$ cat src/rtl/eth_latency_coord_pkg.sv
// Shared definitions for the Ethernet ping/pong latency coordinator.
// - state_t       : coordinator FSM states
// - PSIZE_DEFAULT : payload size held until the first probe launch
// - rtt_update()  : folds one round-trip time into the min/max/saturating-sum
//                   triple. It works at the widest supported widths
//                   (CNT_W <= 64, STAT_W <= 64); callers zero-extend their
//                   operands and truncate the result back.
package eth_latency_pkg;

  typedef enum logic [2:0] {
    ST_DELAY        = 3'd0,
    ST_WAIT_PING_TX = 3'd1,
    ST_PING         = 3'd2,
    ST_WAIT_PONG_TX = 3'd3,
    ST_PONG         = 3'd4,
    ST_HOLD         = 3'd5
  } state_t;

  localparam logic [15:0] PSIZE_DEFAULT = 16'd46;

  localparam int RTT_MAX_W = 65;
  localparam int SUM_MAX_W = 64;

  typedef logic [RTT_MAX_W-1:0] rtt_wide_t;
  typedef logic [SUM_MAX_W-1:0] sum_wide_t;

  typedef struct packed {
    rtt_wide_t rtt_min;
    rtt_wide_t rtt_max;
    sum_wide_t rtt_sum;
  } rtt_stats_t;

  // sum_limit is the all-ones value of the caller's real sum width, so the
  // saturation point follows STAT_W even though the math is done wide.
  function automatic rtt_stats_t rtt_update(input rtt_wide_t cur_min,
                                            input rtt_wide_t cur_max,
                                            input sum_wide_t cur_sum,
                                            input rtt_wide_t rtt,
                                            input sum_wide_t sum_limit);
    rtt_stats_t            res;
    logic [RTT_MAX_W:0]    total;
    res.rtt_min = (rtt < cur_min) ? rtt : cur_min;
    res.rtt_max = (rtt > cur_max) ? rtt : cur_max;
    total       = {2'b00, cur_sum} + {1'b0, rtt};
    res.rtt_sum = (total > {2'b00, sum_limit}) ? sum_limit : total[SUM_MAX_W-1:0];
    return res;
  endfunction

endpackage

$ cat src/rtl/eth_latency_coord_if.sv
// Probe link between the latency coordinator and the main/loopback
// transmitters and receivers.
// - main_tx_trigger / loop_tx_trigger : one-cycle launch pulses (coordinator)
// - ping_id                           : id carried by the current probe
// - main_tx_begin / loop_tx_begin     : transmitter started the frame
// - main_rx_ping_id / loop_rx_ping_id : id last received on each interface
interface eth_latency_coord_if #(
  parameter int ID_W = 64
);
  logic            main_tx_trigger;
  logic            loop_tx_trigger;
  logic [ID_W-1:0] ping_id;
  logic            main_tx_begin;
  logic            loop_tx_begin;
  logic [ID_W-1:0] main_rx_ping_id;
  logic [ID_W-1:0] loop_rx_ping_id;

  // Coordinator side
  modport master (
    output main_tx_trigger, loop_tx_trigger, ping_id,
    input  main_tx_begin, loop_tx_begin, main_rx_ping_id, loop_rx_ping_id
  );

  // Transceiver side
  modport slave (
    input  main_tx_trigger, loop_tx_trigger, ping_id,
    output main_tx_begin, loop_tx_begin, main_rx_ping_id, loop_rx_ping_id
  );
endinterface

$ cat src/rtl/eth_latency_stats.sv
// Round-trip statistics registers: running minimum, maximum and a
// saturating sum of good round-trip times.
// - clk, rst : clock, synchronous active-high reset
// - clear    : zero max/sum, set min to all-ones (wins over upd)
// - upd      : fold rtt into the statistics this cycle
// - rtt      : round-trip time, CNT_W+1 bits
// - rtt_min, rtt_max, rtt_sum : registered statistics
module eth_latency_stats
  import eth_latency_pkg::*;
#(
  parameter int CNT_W  = 32,
  parameter int STAT_W = 64
) (
  input  logic              clk,
  input  logic              rst,
  input  logic              clear,
  input  logic              upd,
  input  logic [CNT_W:0]    rtt,
  output logic [CNT_W:0]    rtt_min,
  output logic [CNT_W:0]    rtt_max,
  output logic [STAT_W-1:0] rtt_sum
);

  localparam logic [STAT_W-1:0] SUM_ONES = '1;

  logic [CNT_W:0]    min_q, min_d;
  logic [CNT_W:0]    max_q, max_d;
  logic [STAT_W-1:0] sum_q, sum_d;
  rtt_stats_t        upd_res;

  always_comb begin
    upd_res = rtt_update(rtt_wide_t'(min_q), rtt_wide_t'(max_q),
                         sum_wide_t'(sum_q), rtt_wide_t'(rtt),
                         sum_wide_t'(SUM_ONES));
    min_d = min_q;
    max_d = max_q;
    sum_d = sum_q;
    if (clear) begin
      min_d = '1;
      max_d = '0;
      sum_d = '0;
    end else if (upd) begin
      min_d = (CNT_W+1)'(upd_res.rtt_min);
      max_d = (CNT_W+1)'(upd_res.rtt_max);
      sum_d = STAT_W'(upd_res.rtt_sum);
    end
  end

  always_ff @(posedge clk) begin
    if (rst) begin
      min_q <= '1;
      max_q <= '0;
      sum_q <= '0;
    end else begin
      min_q <= min_d;
      max_q <= max_d;
      sum_q <= sum_d;
    end
  end

  assign rtt_min = min_q;
  assign rtt_max = max_q;
  assign rtt_sum = sum_q;

endmodule

$ cat src/rtl/eth_latency_coord.sv
// Ping/pong latency coordinator. Launches a probe on the main interface,
// waits for it on the loopback interface (ping leg), launches the reply on
// the loopback interface and waits for it back on main (pong leg). Both leg
// times are reported per probe along with loss counters and round-trip
// min/max/sum statistics. An optional burst length stops launching after
// burst_len probes until enable is dropped.
// Ports:
// - clk, rst                  : clock, synchronous active-high reset
// - enable                    : run measurement; low restarts the gap
// - stats_clear               : zero counters/statistics
// - psize_req / psize         : payload size, latched at each launch
// - delay_time, timeout       : inter-probe gap and per-leg timeout (cycles)
// - burst_len                 : probes per burst, 0 = continuous
// - lnk                       : probe link (triggers, ping_id, begins, rx ids)
// - done                      : one-cycle pulse per finished probe
// - ping_time, pong_time      : last leg times, all-ones = lost
// - ping_pongs_good, pings_lost, pongs_lost : totals
// - rtt_min, rtt_max, rtt_sum : round-trip statistics over good probes
// - burst_done, busy          : status levels
module eth_latency_coord
  import eth_latency_pkg::*;
#(
  parameter int CNT_W  = 32,
  parameter int ID_W   = 64,
  parameter int STAT_W = 64
) (
  input  logic                clk,
  input  logic                rst,
  input  logic                enable,
  input  logic                stats_clear,
  input  logic [15:0]         psize_req,
  input  logic [CNT_W-1:0]    delay_time,
  input  logic [CNT_W-1:0]    timeout,
  input  logic [31:0]         burst_len,
  eth_latency_coord_if.master lnk,
  output logic [15:0]         psize,
  output logic                done,
  output logic [CNT_W-1:0]    ping_time,
  output logic [CNT_W-1:0]    pong_time,
  output logic [STAT_W-1:0]   ping_pongs_good,
  output logic [STAT_W-1:0]   pings_lost,
  output logic [STAT_W-1:0]   pongs_lost,
  output logic [CNT_W:0]      rtt_min,
  output logic [CNT_W:0]      rtt_max,
  output logic [STAT_W-1:0]   rtt_sum,
  output logic                burst_done,
  output logic                busy
);

  localparam logic [CNT_W-1:0] CNT_ONE = CNT_W'(1);

  state_t              state_q, state_d;
  logic [CNT_W-1:0]    count_q, count_d;
  logic [31:0]         burst_cnt_q, burst_cnt_d;
  logic [15:0]         psize_q, psize_d;
  logic [ID_W-1:0]     ping_id_q, ping_id_d;
  logic                main_trig_q, main_trig_d;
  logic                loop_trig_q, loop_trig_d;
  logic                done_q, done_d;
  logic [CNT_W-1:0]    ping_time_q, ping_time_d;
  logic [CNT_W-1:0]    pong_time_q, pong_time_d;
  logic [STAT_W-1:0]   good_q, good_d;
  logic [STAT_W-1:0]   pings_lost_q, pings_lost_d;
  logic [STAT_W-1:0]   pongs_lost_q, pongs_lost_d;
  logic                burst_done_q, burst_done_d;
  logic                busy_q, busy_d;

  logic                finish;
  logic                stat_upd;
  logic                ping_match;
  logic                pong_match;
  logic [CNT_W:0]      rtt_new;

  assign ping_match = (lnk.loop_rx_ping_id == ping_id_q);
  assign pong_match = (lnk.main_rx_ping_id == ping_id_q);
  // Only meaningful in ST_PONG on a match: ping_time_q holds this probe's
  // ping leg and count_q is the pong leg being recorded this cycle.
  assign rtt_new    = {1'b0, ping_time_q} + {1'b0, count_q};

  always_comb begin
    state_d      = state_q;
    count_d      = count_q + 1'b1;
    burst_cnt_d  = burst_cnt_q;
    psize_d      = psize_q;
    ping_id_d    = ping_id_q;
    main_trig_d  = 1'b0;
    loop_trig_d  = 1'b0;
    done_d       = 1'b0;
    ping_time_d  = ping_time_q;
    pong_time_d  = pong_time_q;
    good_d       = good_q;
    pings_lost_d = pings_lost_q;
    pongs_lost_d = pongs_lost_q;
    finish       = 1'b0;
    stat_upd     = 1'b0;

    case (state_q)
      ST_DELAY: begin
        if (!enable) begin
          count_d     = CNT_ONE;
          burst_cnt_d = '0;
        end else if (count_q >= delay_time) begin
          psize_d     = psize_req;
          main_trig_d = 1'b1;
          state_d     = ST_WAIT_PING_TX;
        end
      end
      ST_WAIT_PING_TX: begin
        if (lnk.main_tx_begin) begin
          count_d = CNT_ONE;
          state_d = ST_PING;
        end
      end
      ST_PING: begin
        // A match on the timeout cycle still counts as received.
        if (ping_match) begin
          ping_time_d = count_q;
          loop_trig_d = 1'b1;
          count_d     = CNT_ONE;
          state_d     = ST_WAIT_PONG_TX;
        end else if (count_q >= timeout) begin
          ping_time_d  = '1;
          pong_time_d  = '1;
          pings_lost_d = pings_lost_q + 1'b1;
          finish       = 1'b1;
        end
      end
      ST_WAIT_PONG_TX: begin
        if (lnk.loop_tx_begin) begin
          count_d = CNT_ONE;
          state_d = ST_PONG;
        end
      end
      ST_PONG: begin
        if (pong_match) begin
          pong_time_d = count_q;
          good_d      = good_q + 1'b1;
          stat_upd    = 1'b1;
          finish      = 1'b1;
          ping_id_d   = ping_id_q + 1'b1;
        end else if (count_q >= timeout) begin
          pong_time_d  = '1;
          pongs_lost_d = pongs_lost_q + 1'b1;
          finish       = 1'b1;
          ping_id_d    = ping_id_q + 1'b1;
        end
      end
      ST_HOLD: begin
        if (!enable) begin
          count_d     = CNT_ONE;
          burst_cnt_d = '0;
          state_d     = ST_DELAY;
        end
      end
      default: state_d = ST_DELAY;
    endcase

    // Common probe completion: count restarts at 0 so later gaps are
    // delay_time+1 cycles.
    if (finish) begin
      done_d      = 1'b1;
      count_d     = '0;
      burst_cnt_d = burst_cnt_q + 1'b1;
      state_d     = ((burst_len != '0) && (burst_cnt_d == burst_len)) ? ST_HOLD : ST_DELAY;
    end

    // Clear overrides any same-cycle increment.
    if (stats_clear) begin
      good_d       = '0;
      pings_lost_d = '0;
      pongs_lost_d = '0;
    end

    busy_d       = !(state_d inside {ST_DELAY, ST_HOLD});
    burst_done_d = (state_d == ST_HOLD);
  end

  always_ff @(posedge clk) begin
    if (rst) begin
      state_q      <= ST_DELAY;
      count_q      <= CNT_ONE;
      burst_cnt_q  <= '0;
      psize_q      <= PSIZE_DEFAULT;
      ping_id_q    <= '0;
      main_trig_q  <= 1'b0;
      loop_trig_q  <= 1'b0;
      done_q       <= 1'b0;
      ping_time_q  <= '0;
      pong_time_q  <= '0;
      good_q       <= '0;
      pings_lost_q <= '0;
      pongs_lost_q <= '0;
      burst_done_q <= 1'b0;
      busy_q       <= 1'b0;
    end else begin
      state_q      <= state_d;
      count_q      <= count_d;
      burst_cnt_q  <= burst_cnt_d;
      psize_q      <= psize_d;
      ping_id_q    <= ping_id_d;
      main_trig_q  <= main_trig_d;
      loop_trig_q  <= loop_trig_d;
      done_q       <= done_d;
      ping_time_q  <= ping_time_d;
      pong_time_q  <= pong_time_d;
      good_q       <= good_d;
      pings_lost_q <= pings_lost_d;
      pongs_lost_q <= pongs_lost_d;
      burst_done_q <= burst_done_d;
      busy_q       <= busy_d;
    end
  end

  eth_latency_stats #(
    .CNT_W  (CNT_W),
    .STAT_W (STAT_W)
  ) u_stats (
    .clk     (clk),
    .rst     (rst),
    .clear   (stats_clear),
    .upd     (stat_upd),
    .rtt     (rtt_new),
    .rtt_min (rtt_min),
    .rtt_max (rtt_max),
    .rtt_sum (rtt_sum)
  );

  assign lnk.main_tx_trigger = main_trig_q;
  assign lnk.loop_tx_trigger = loop_trig_q;
  assign lnk.ping_id         = ping_id_q;
  assign psize               = psize_q;
  assign done                = done_q;
  assign ping_time           = ping_time_q;
  assign pong_time           = pong_time_q;
  assign ping_pongs_good     = good_q;
  assign pings_lost          = pings_lost_q;
  assign pongs_lost          = pongs_lost_q;
  assign burst_done          = burst_done_q;
  assign busy                = busy_q;

endmodule

$ cat src/flat_wrapper.sv
// flat-port wrapper written by rule: the top's interface ports become plain ports
module eth_latency_coord_flat import eth_latency_pkg::*;
#(
  parameter int CNT_W  = 32,
  parameter int ID_W   = 64,
  parameter int STAT_W = 64
)
  (clk, rst, enable, stats_clear, psize_req, delay_time, timeout, burst_len, psize, done, ping_time, pong_time, ping_pongs_good, pings_lost, pongs_lost, rtt_min, rtt_max, rtt_sum, burst_done, busy, lnk_main_tx_trigger, lnk_loop_tx_trigger, lnk_ping_id, lnk_main_tx_begin, lnk_loop_tx_begin, lnk_main_rx_ping_id, lnk_loop_rx_ping_id);
  eth_latency_coord_if #(.ID_W(ID_W)) lnk_i ();
  input  logic clk;
  input  logic rst;
  input  logic enable;
  input  logic stats_clear;
  input  logic [15:0] psize_req;
  input  logic [CNT_W-1:0] delay_time;
  input  logic [CNT_W-1:0] timeout;
  input  logic [31:0] burst_len;
  output logic [15:0] psize;
  output logic done;
  output logic [CNT_W-1:0] ping_time;
  output logic [CNT_W-1:0] pong_time;
  output logic [STAT_W-1:0] ping_pongs_good;
  output logic [STAT_W-1:0] pings_lost;
  output logic [STAT_W-1:0] pongs_lost;
  output logic [CNT_W:0] rtt_min;
  output logic [CNT_W:0] rtt_max;
  output logic [STAT_W-1:0] rtt_sum;
  output logic burst_done;
  output logic busy;
  output wire logic [$bits(lnk_i.main_tx_trigger)-1:0] lnk_main_tx_trigger;
  output wire logic [$bits(lnk_i.loop_tx_trigger)-1:0] lnk_loop_tx_trigger;
  output wire logic [$bits(lnk_i.ping_id)-1:0] lnk_ping_id;
  input wire logic [$bits(lnk_i.main_tx_begin)-1:0] lnk_main_tx_begin;
  input wire logic [$bits(lnk_i.loop_tx_begin)-1:0] lnk_loop_tx_begin;
  input wire logic [$bits(lnk_i.main_rx_ping_id)-1:0] lnk_main_rx_ping_id;
  input wire logic [$bits(lnk_i.loop_rx_ping_id)-1:0] lnk_loop_rx_ping_id;
  assign lnk_main_tx_trigger = lnk_i.main_tx_trigger;
  assign lnk_loop_tx_trigger = lnk_i.loop_tx_trigger;
  assign lnk_ping_id = lnk_i.ping_id;
  assign lnk_i.main_tx_begin = lnk_main_tx_begin;
  assign lnk_i.loop_tx_begin = lnk_loop_tx_begin;
  assign lnk_i.main_rx_ping_id = lnk_main_rx_ping_id;
  assign lnk_i.loop_rx_ping_id = lnk_loop_rx_ping_id;
  eth_latency_coord #(.CNT_W(CNT_W), .ID_W(ID_W), .STAT_W(STAT_W)) u_core (.clk(clk), .rst(rst), .enable(enable), .stats_clear(stats_clear), .psize_req(psize_req), .delay_time(delay_time), .timeout(timeout), .burst_len(burst_len), .lnk(lnk_i), .psize(psize), .done(done), .ping_time(ping_time), .pong_time(pong_time), .ping_pongs_good(ping_pongs_good), .pings_lost(pings_lost), .pongs_lost(pongs_lost), .rtt_min(rtt_min), .rtt_max(rtt_max), .rtt_sum(rtt_sum), .burst_done(burst_done), .busy(busy));
endmodule
$ cat config.mk
export PLATFORM = sky130hd
export DESIGN_NAME = eth_latency_coord_flat
export DESIGN_NICKNAME = d
export VERILOG_FILES = /design/src/rtl/eth_latency_coord_pkg.sv /design/src/rtl/eth_latency_coord_if.sv /design/src/rtl/eth_latency_stats.sv /design/src/rtl/eth_latency_coord.sv /design/src/flat_wrapper.sv
export SDC_FILE = /design/constraint.sdc
export NUM_CORES = 2
export LEC_CHECK = 0
export ABC_AREA = 0
export ABC_CLOCK_PERIOD_IN_PS = 6500
export CAP_MARGIN = 10
export CORE_AREA = 3 3 276 278
export DETAILED_ROUTE_END_ITERATION = 8
export DIE_AREA = 0 0 279 281
export PLACE_DENSITY = 0.73
export SETUP_SLACK_MARGIN = 0.15
export SLEW_MARGIN = 20
export SYNTH_ARGS = -nofsm -noshare
export SYNTH_HDL_FRONTEND = slang
export SYNTH_HIERARCHICAL = 1
export SYNTH_SLANG_ARGS = --single-unit
$ cat constraint.sdc
create_clock -name clk -period 6.5 [get_ports clk]
set_clock_uncertainty 0.05 [all_clocks]
set_input_delay 0.975 -clock clk [delete_from_list [all_inputs] [get_ports clk]]
set_output_delay 0.975 -clock clk [all_outputs]
set_load 0.01 [all_outputs]
* After elaboration in Yosys (flattened, before gate mapping)
Cells that the tools add are included.
Storage, ports and cells: bits in registers 538, logic and storage cells 109, output and inout port bits 471
Cells by class: bitwise logic cells 5, $lt $le $gt $ge 5, equality and inequality tests 11, $add $sub $neg 8, reduce and logical (&&, ||, !) cells 25, muxes and demuxes 36
Operator list (number):
- $mux 32 | 12
- $add 64x1->64 const B | 4
- $mux 64 | 3
- $eq 64x64->1 | 2
- $pmux 32 s4 | 1
- $add 64x33->65 | 1
- $gt 65x64->1 const B | 1
- $add 32x1->32 const B | 2
- $ge 32x32->1 | 2
- $pmux 32 s2 | 1
- $add 32x32->33 | 1
- $gt 33x33->1 | 1
- $lt 33x33->1 | 1
- $eq 32x32->1 | 1
- $reduce_bool 32->1 | 1
- $mux 3 | 8
- $pmux 3 s6 | 1
- $reduce_and 2->1 | 7
- $reduce_bool 2->1 | 5
- $eq 3x3->1 const B | 3
- $mux 1 | 9
- $reduce_and 3->1 | 3
- $reduce_or 2->1 | 4
- $eq 3x2->1 const B | 2
- 9 further kinds | 14

* Logic depth before layout (Yosys ltp)
word-level depth 8, mapped depth 25, mapped depth without buffers 23

* Hierarchy
The synthesis kept the hierarchy.
By module, submodules not included:
- eth_latency_coord | times used 1, seq. area each 8167.8 µm², cells an instance 2784, area an instance 23007.1 µm²
- eth_latency_stats | times used 1, seq. area each 2602.5 µm², cells an instance 1023, area an instance 8388.0 µm²

* Least setup slack after synthesis
No wires, ideal clock.
kind reg2reg, start register u_core.count_q[0], end register u_core.u_stats.sum_q[51] (netlist: u_core/u_stats/rtt_sum[51]), data required time 6.334 ns, clock period less this slack 5.090 ns, arrival 4.924 ns, slack 1.410 ns, library setup time 0.116 ns, cell stages (with the launch flop) 23, cell sequence dfxtp_1 > ha_1 > inv_1 > fa_1 > nor2b_1 > o21ai_0 > a21oi_1 > o21ai_0 > a21oi_1 > o21ai_0 > a21boi_0 > nor2_1 > ha_1 > and3_1 > a221o_1 > a221o_1 > o31a_1 > o211a_1 > or2_1 > buf_2 > nor3b_1 > o21a_1 > o211a_1
On the way: word-level cells in the longest chain between the ends 4
Ends and longest elaborated chain:
- from (decl) | RTL line eth_latency_coord.sv:53 | logic [CNT_W-1:0] count_q, count_d;
- from (signal assigned) | RTL line eth_latency_coord.sv:197 | count_q <= count_d;
- $add 32x32->33 * | RTL line eth_latency_coord.sv:78 | assign rtt_new = {1'b0, ping_time_q} + {1'b0, count_q};
- named net u_core.rtt_new[8] | RTL line eth_latency_coord.sv:72 | logic [CNT_W:0] rtt_new;
- $add 64x33->65 * | RTL line eth_latency_coord_pkg.sv:44 | total = {2'b00, cur_sum} + {1'b0, rtt};
- $gt 65x64->1 | RTL line eth_latency_coord_pkg.sv:45 | res.rtt_sum = (total > {2'b00, sum_limit}) ? sum_limit : total[SUM_MAX_W-1:0];
- $mux 64 * | RTL line eth_latency_coord_pkg.sv:45
- to (signal assigned) | RTL line eth_latency_stats.sv:57 | sum_q <= sum_d;
- to (decl) | RTL line eth_latency_stats.sv:28 | logic [STAT_W-1:0] sum_q, sum_d;
Mark *: on every way through the listed nets, which the timed path passes. The rest lies on a longest branch. A chain may end at the register's enable or synchronous reset.

* Worst setup path after layout
start register u_core.ping_time_q[0] (netlist: u_core/ping_time[0]), end register u_core.u_stats.sum_q[50] (netlist: u_core/u_stats/rtt_sum[50])
On the way: word-level cells in the longest chain between the ends 4
Ends and longest elaborated chain:
- from (decl) | RTL line eth_latency_coord.sv:60 | logic [CNT_W-1:0] ping_time_q, ping_time_d;
- from (signal assigned) | RTL line eth_latency_coord.sv:204 | ping_time_q <= ping_time_d;
- $add 32x32->33 * | RTL line eth_latency_coord.sv:78
- named net u_core.rtt_new[8] | RTL line eth_latency_coord.sv:72
- $add 64x33->65 * | RTL line eth_latency_coord_pkg.sv:44
- $gt 65x64->1 | RTL line eth_latency_coord_pkg.sv:45
- $mux 64 * | RTL line eth_latency_coord_pkg.sv:45
Marked as above.

==> qor_table.md <==
| Quantity | Reported |
|---|---|
| Type of the worst setup path | reg -> reg |
| Worst path max stage delay | 0.44 ns |
| Cell taking the most area after synthesis | sky130_fd_sc_hd__dfxtp_1 |
| Aggregate global-route resource usage | 28.7% |
| Minimum period implied by the final worst setup slack | 5.89 ns |
| Number of buffers added to fix hold violations after cts | 0 |
| Count of state elements after synthesis | 538 |
| Worst-path maximum fanout | 38 |
| Final clock period utilization by the worst path | 90.6% |
| CTS Sinks | 538 |
| Crit path cell chain | ha_1 -> inv_1 -> fa_1 -> nor2b_1 -> o21ai_0 -> a21oi_1 -> o21ai_0 -> a21oi_1 -> o21ai_0 -> a21boi_0 -> nor2_1 -> ha_1 -> and3_1 -> a221o_1 -> a221o_1 -> o31a_1 -> o211a_1 -> o21ai_1 -> buf_4 -> and2_1 -> buf_4 -> a41oi_1 -> o21a_1 |
| Chip Height | 281 um |
| Pleak | 0.0159 uW |
| Final ANT Viol Nets | 0 |
| Core box area | 0.0742 mm^2 |
| CTS Root Cell | sky130_fd_sc_hd__clkbuf_16 |
| Sequential area share after synthesis | 34.3% |
| Net count after synthesis | 4255 |
| Result of the run | finished clean |
| Vias per Instance | 5.61 |
| Most prevalent standard cell on the critical path | sky130_fd_sc_hd__o21ai_0 |
| Distinct cell type count of the synthesized netlist | 81 |
| HP Class | reg -> reg |
| Number of top-level design ports | 717 |
| Clock Latency Late Sink | 0.63 ns |
| Commonest cells in the netlist | 538 x sky130_fd_sc_hd__dfxtp_1, 418 x sky130_fd_sc_hd__nor2_1, 300 x sky130_fd_sc_hd__xnor2_1, 249 x sky130_fd_sc_hd__nand2_1, 240 x sky130_fd_sc_hd__inv_1 |
| DRT iter0 DRCs | 2473 |
| Final setup violation count | 0 |
| Detailed-routing iteration count for the pre-antenna-repair pass | 6 |
| Fraction of synthesis flops using an asynchronous set or reset pin | 0% |
| Leading post-synthesis cells by cell area | sky130_fd_sc_hd__dfxtp_1 34%, sky130_fd_sc_hd__xnor2_1 8.4%, sky130_fd_sc_hd__ha_1 8.0% |
| Data arrival time at the worst-slack endpoint | 6.35 ns |
| Clock buffer depth | 3 |
| Count of maximum capacitance violations | 0 |
| Total negative slack for setup checks | 0 ns |
| Tightest Pin Transition | 1.05 ns |
| Width of the die | 279 um |
| Port buffer count | 716 |
| H-tree depth | 2 |
| WHS Path Cells | 2 |
| Wire length reported by the detailed router | 118 mm |
| Worst Min Path Start | u_core/psize[3] |
| Average size of a mapped cell | 8.25 um^2 |
| Initial Util | 42.3% |
| Number of pins exceeding their max-slew limit in the final report | 0 |
| Total Nets Final | 4891 |
| Highest clock frequency the design can meet | 0.170 GHz |
| Netlist area before placement | 0.0314 mm^2 |
| Power per cell area | 175 mW/mm^2 |
| Wire length of the first global-routing pass | 176 mm |
| Initial antenna violation count | 22 |
| Number of instances in the synthesized netlist | 3807 |
| Synth warnings | 6 |
| Critical path launch point type | register |
| DP Wirelength | 91.8 mm |
| CP endpoint kind | register |
| Relative area change from synthesis to final layout | 32.6% |
| Proportion of netlist area held by the largest area contributor | 34.3% |
| Post-layout instance count excluding filler cells | 5477 |
| Most repeated cell in the gate-level netlist after synthesis | sky130_fd_sc_hd__dfxtp_1 |
| Rows | 100 |
| RSZ-0062 raised after global routing | no |
| Final core occ | 56.1% |
| Slowest library cell on the worst path | sky130_fd_sc_hd__a221o_1 |
| Headroom to the max-slew limit | 29.9% |
| Peak supply drop | 0.218 mV |
| Clock slew at the register clock pins of the worst setup and hold paths | 0.06 ns |
| Fraction of layout cells with a size suffix above 1 | 6.19% |
| Worst flop-to-flop path startpoint | u_core/ping_time[0] |
| Final RePlAce weighted congestion | 0.987 |
| Total CTS buffers | 60 |
| Detailed-route wire length per cell | 21.6 um |
| Grt ovf | 0 |
| Post-synth EDFFs | 0 |
| # placed instances | 5350 |
| Worst hold endpoint | u_core/psize[3] |
| Slack of the worst reg-to-reg path | 0.61 ns |
| Reg2reg path depth | 23 |
| CTS tree | yes |
| Main flop type after synthesis | sky130_fd_sc_hd__dfxtp_1 |
| Vias | 30700 |
| Count of final hold-check violations | 0 |
| Worst Path Required | 6.96 ns |
| Number of remaining DRC errors | 0 |
| Final Power | 7260 uW |
| Pin count of the biggest net entering global routing | 184 |
| Area of the die | 0.0784 mm^2 |
| Crit Reg-Reg Endpoint | u_core/u_stats/rtt_sum[50] |
| Via count of the first global-routing pass | 29400 |
-- where the power goes --
| part | internal [uW] | switching, uW |
|---|---|---|
| registers | 3300 | 0.398 |
| logic | 192 | 175 |
| clock network | 2140 | 1460 |
| total | 5630 | 1630 |
-- flip-flops by register name, indices dropped and copies added, names as in the netlist, 3 cells and up --
signal                  flops
u_core/u_stats/rtt_sum     64
u_core/psize               16
u_core/state_q              3
u_core/pong_time           32
u_core/count_q             32
u_core/u_stats/rtt_max     33
u_core/ping_pongs_good     64
u_core/burst_cnt_q         32
u_core/ping_time           32
u_core/lnk.ping_id         64
u_core/pings_lost          64
u_core/u_stats/rtt_min     33
u_core/pongs_lost          64
-- layout make-up --
type | instances | area [um^2]
antenna | 14 | 35.0
clock buffer | 87 | 1740
clock inverter | 26 | 333
fill | 6728 | 32600
inverter | 241 | 905
multi-input combinational | 2833 | 19000
sequential | 538 | 10800
tap | 969 | 1210
timing repair buffer | 769 | 7570
-- layer usage --
layer / vias up / global-route usage (%) / part of all wire (%)
li1: 14700 / - / -
met1: 14500 / 32.6 / 38
met2: 1230 / 50.8 / 49
met3: 284 / 5.37 / 6.4
met4: 14 / 16.4 / 6.1
met5: - / 0 / 0.086
-- how the worst max path moves through the flow --
| stage | slack, ns | cells after the start | from | endpoint |
|---|---|---|---|---|
| 2_1_floorplan | 1.41 | 22 | u_core/count_q[0] | u_core/u_stats/rtt_sum[51] |
| 3_5_place_dp | 0.62 | 23 | u_core/ping_time[0] | u_core/u_stats/rtt_sum[53] |
| 3_3_place_gp | 0.79 | 23 | u_core/ping_time[0] | u_core/u_stats/rtt_sum[53] |
| 6_report | 0.61 | 23 | u_core/ping_time[0] | u_core/u_stats/rtt_sum[50] |
| 5_1_grt | 0.18 | 25 | u_core/ping_time[0] | u_core/u_stats/rtt_sum[47] |
| 4_1_cts | 0.59 | 23 | u_core/ping_time[0] | u_core/u_stats/rtt_sum[63] |
-- repair_timing --
| action | CTS | global route |
|---|---|---|
| resized for setup | 0 | 2 |
| buffers inserted | 0 | 0 |
| endpoints found under the hold margin | 0 | 0 |
| setup endpoints to repair | 0 | 43 |
-- cells in the final DEF (no fill, tap or decap), drive strengths merged, types with 165 or more instances in the layout --
cell type and instances:
o21ai 172, xnor2 300, dfxtp 538, nand3 165
clkdlybuf4s50 715, inv 245, xor2 170, nor2 418
ha 200, a21oi 210, nand2 249
-- cells by family after synthesis --
family	share of synthesized area, %
simple gates	22.3
compound gates	15.0
flops	34.3
xor+xnor	13.1
buf+inv	5.28
fa+ha+maj	8.13
mux	1.95
-- critical path, delay by kind of cell (launching register included) --
kind / cells / cell delay [ns]
AND/OR/NAND/NOR: 4 / 0.69
AO/OA/AOI/OAI: 13 / 3.06
flip-flops: 1 / 0.36
adder cells (fa/ha/maj): 3 / 0.97
buffers and inverters: 3 / 0.66
-- stage by stage --
stage / hold WS [ns] / cell area, um^2 / setup WS, ns
after global routing: 0.465 / 41600 / 0.177
after global placement: 0.408 / 39500 / 0.787
after floorplan: 0.421 / 31400 / 1.41
after CTS: 0.429 / 41600 / 0.595
after detailed placement: 0.411 / 39500 / 0.621
final: 0.431 / 41600 / 0.608
(Power assumes the default switching activity.)
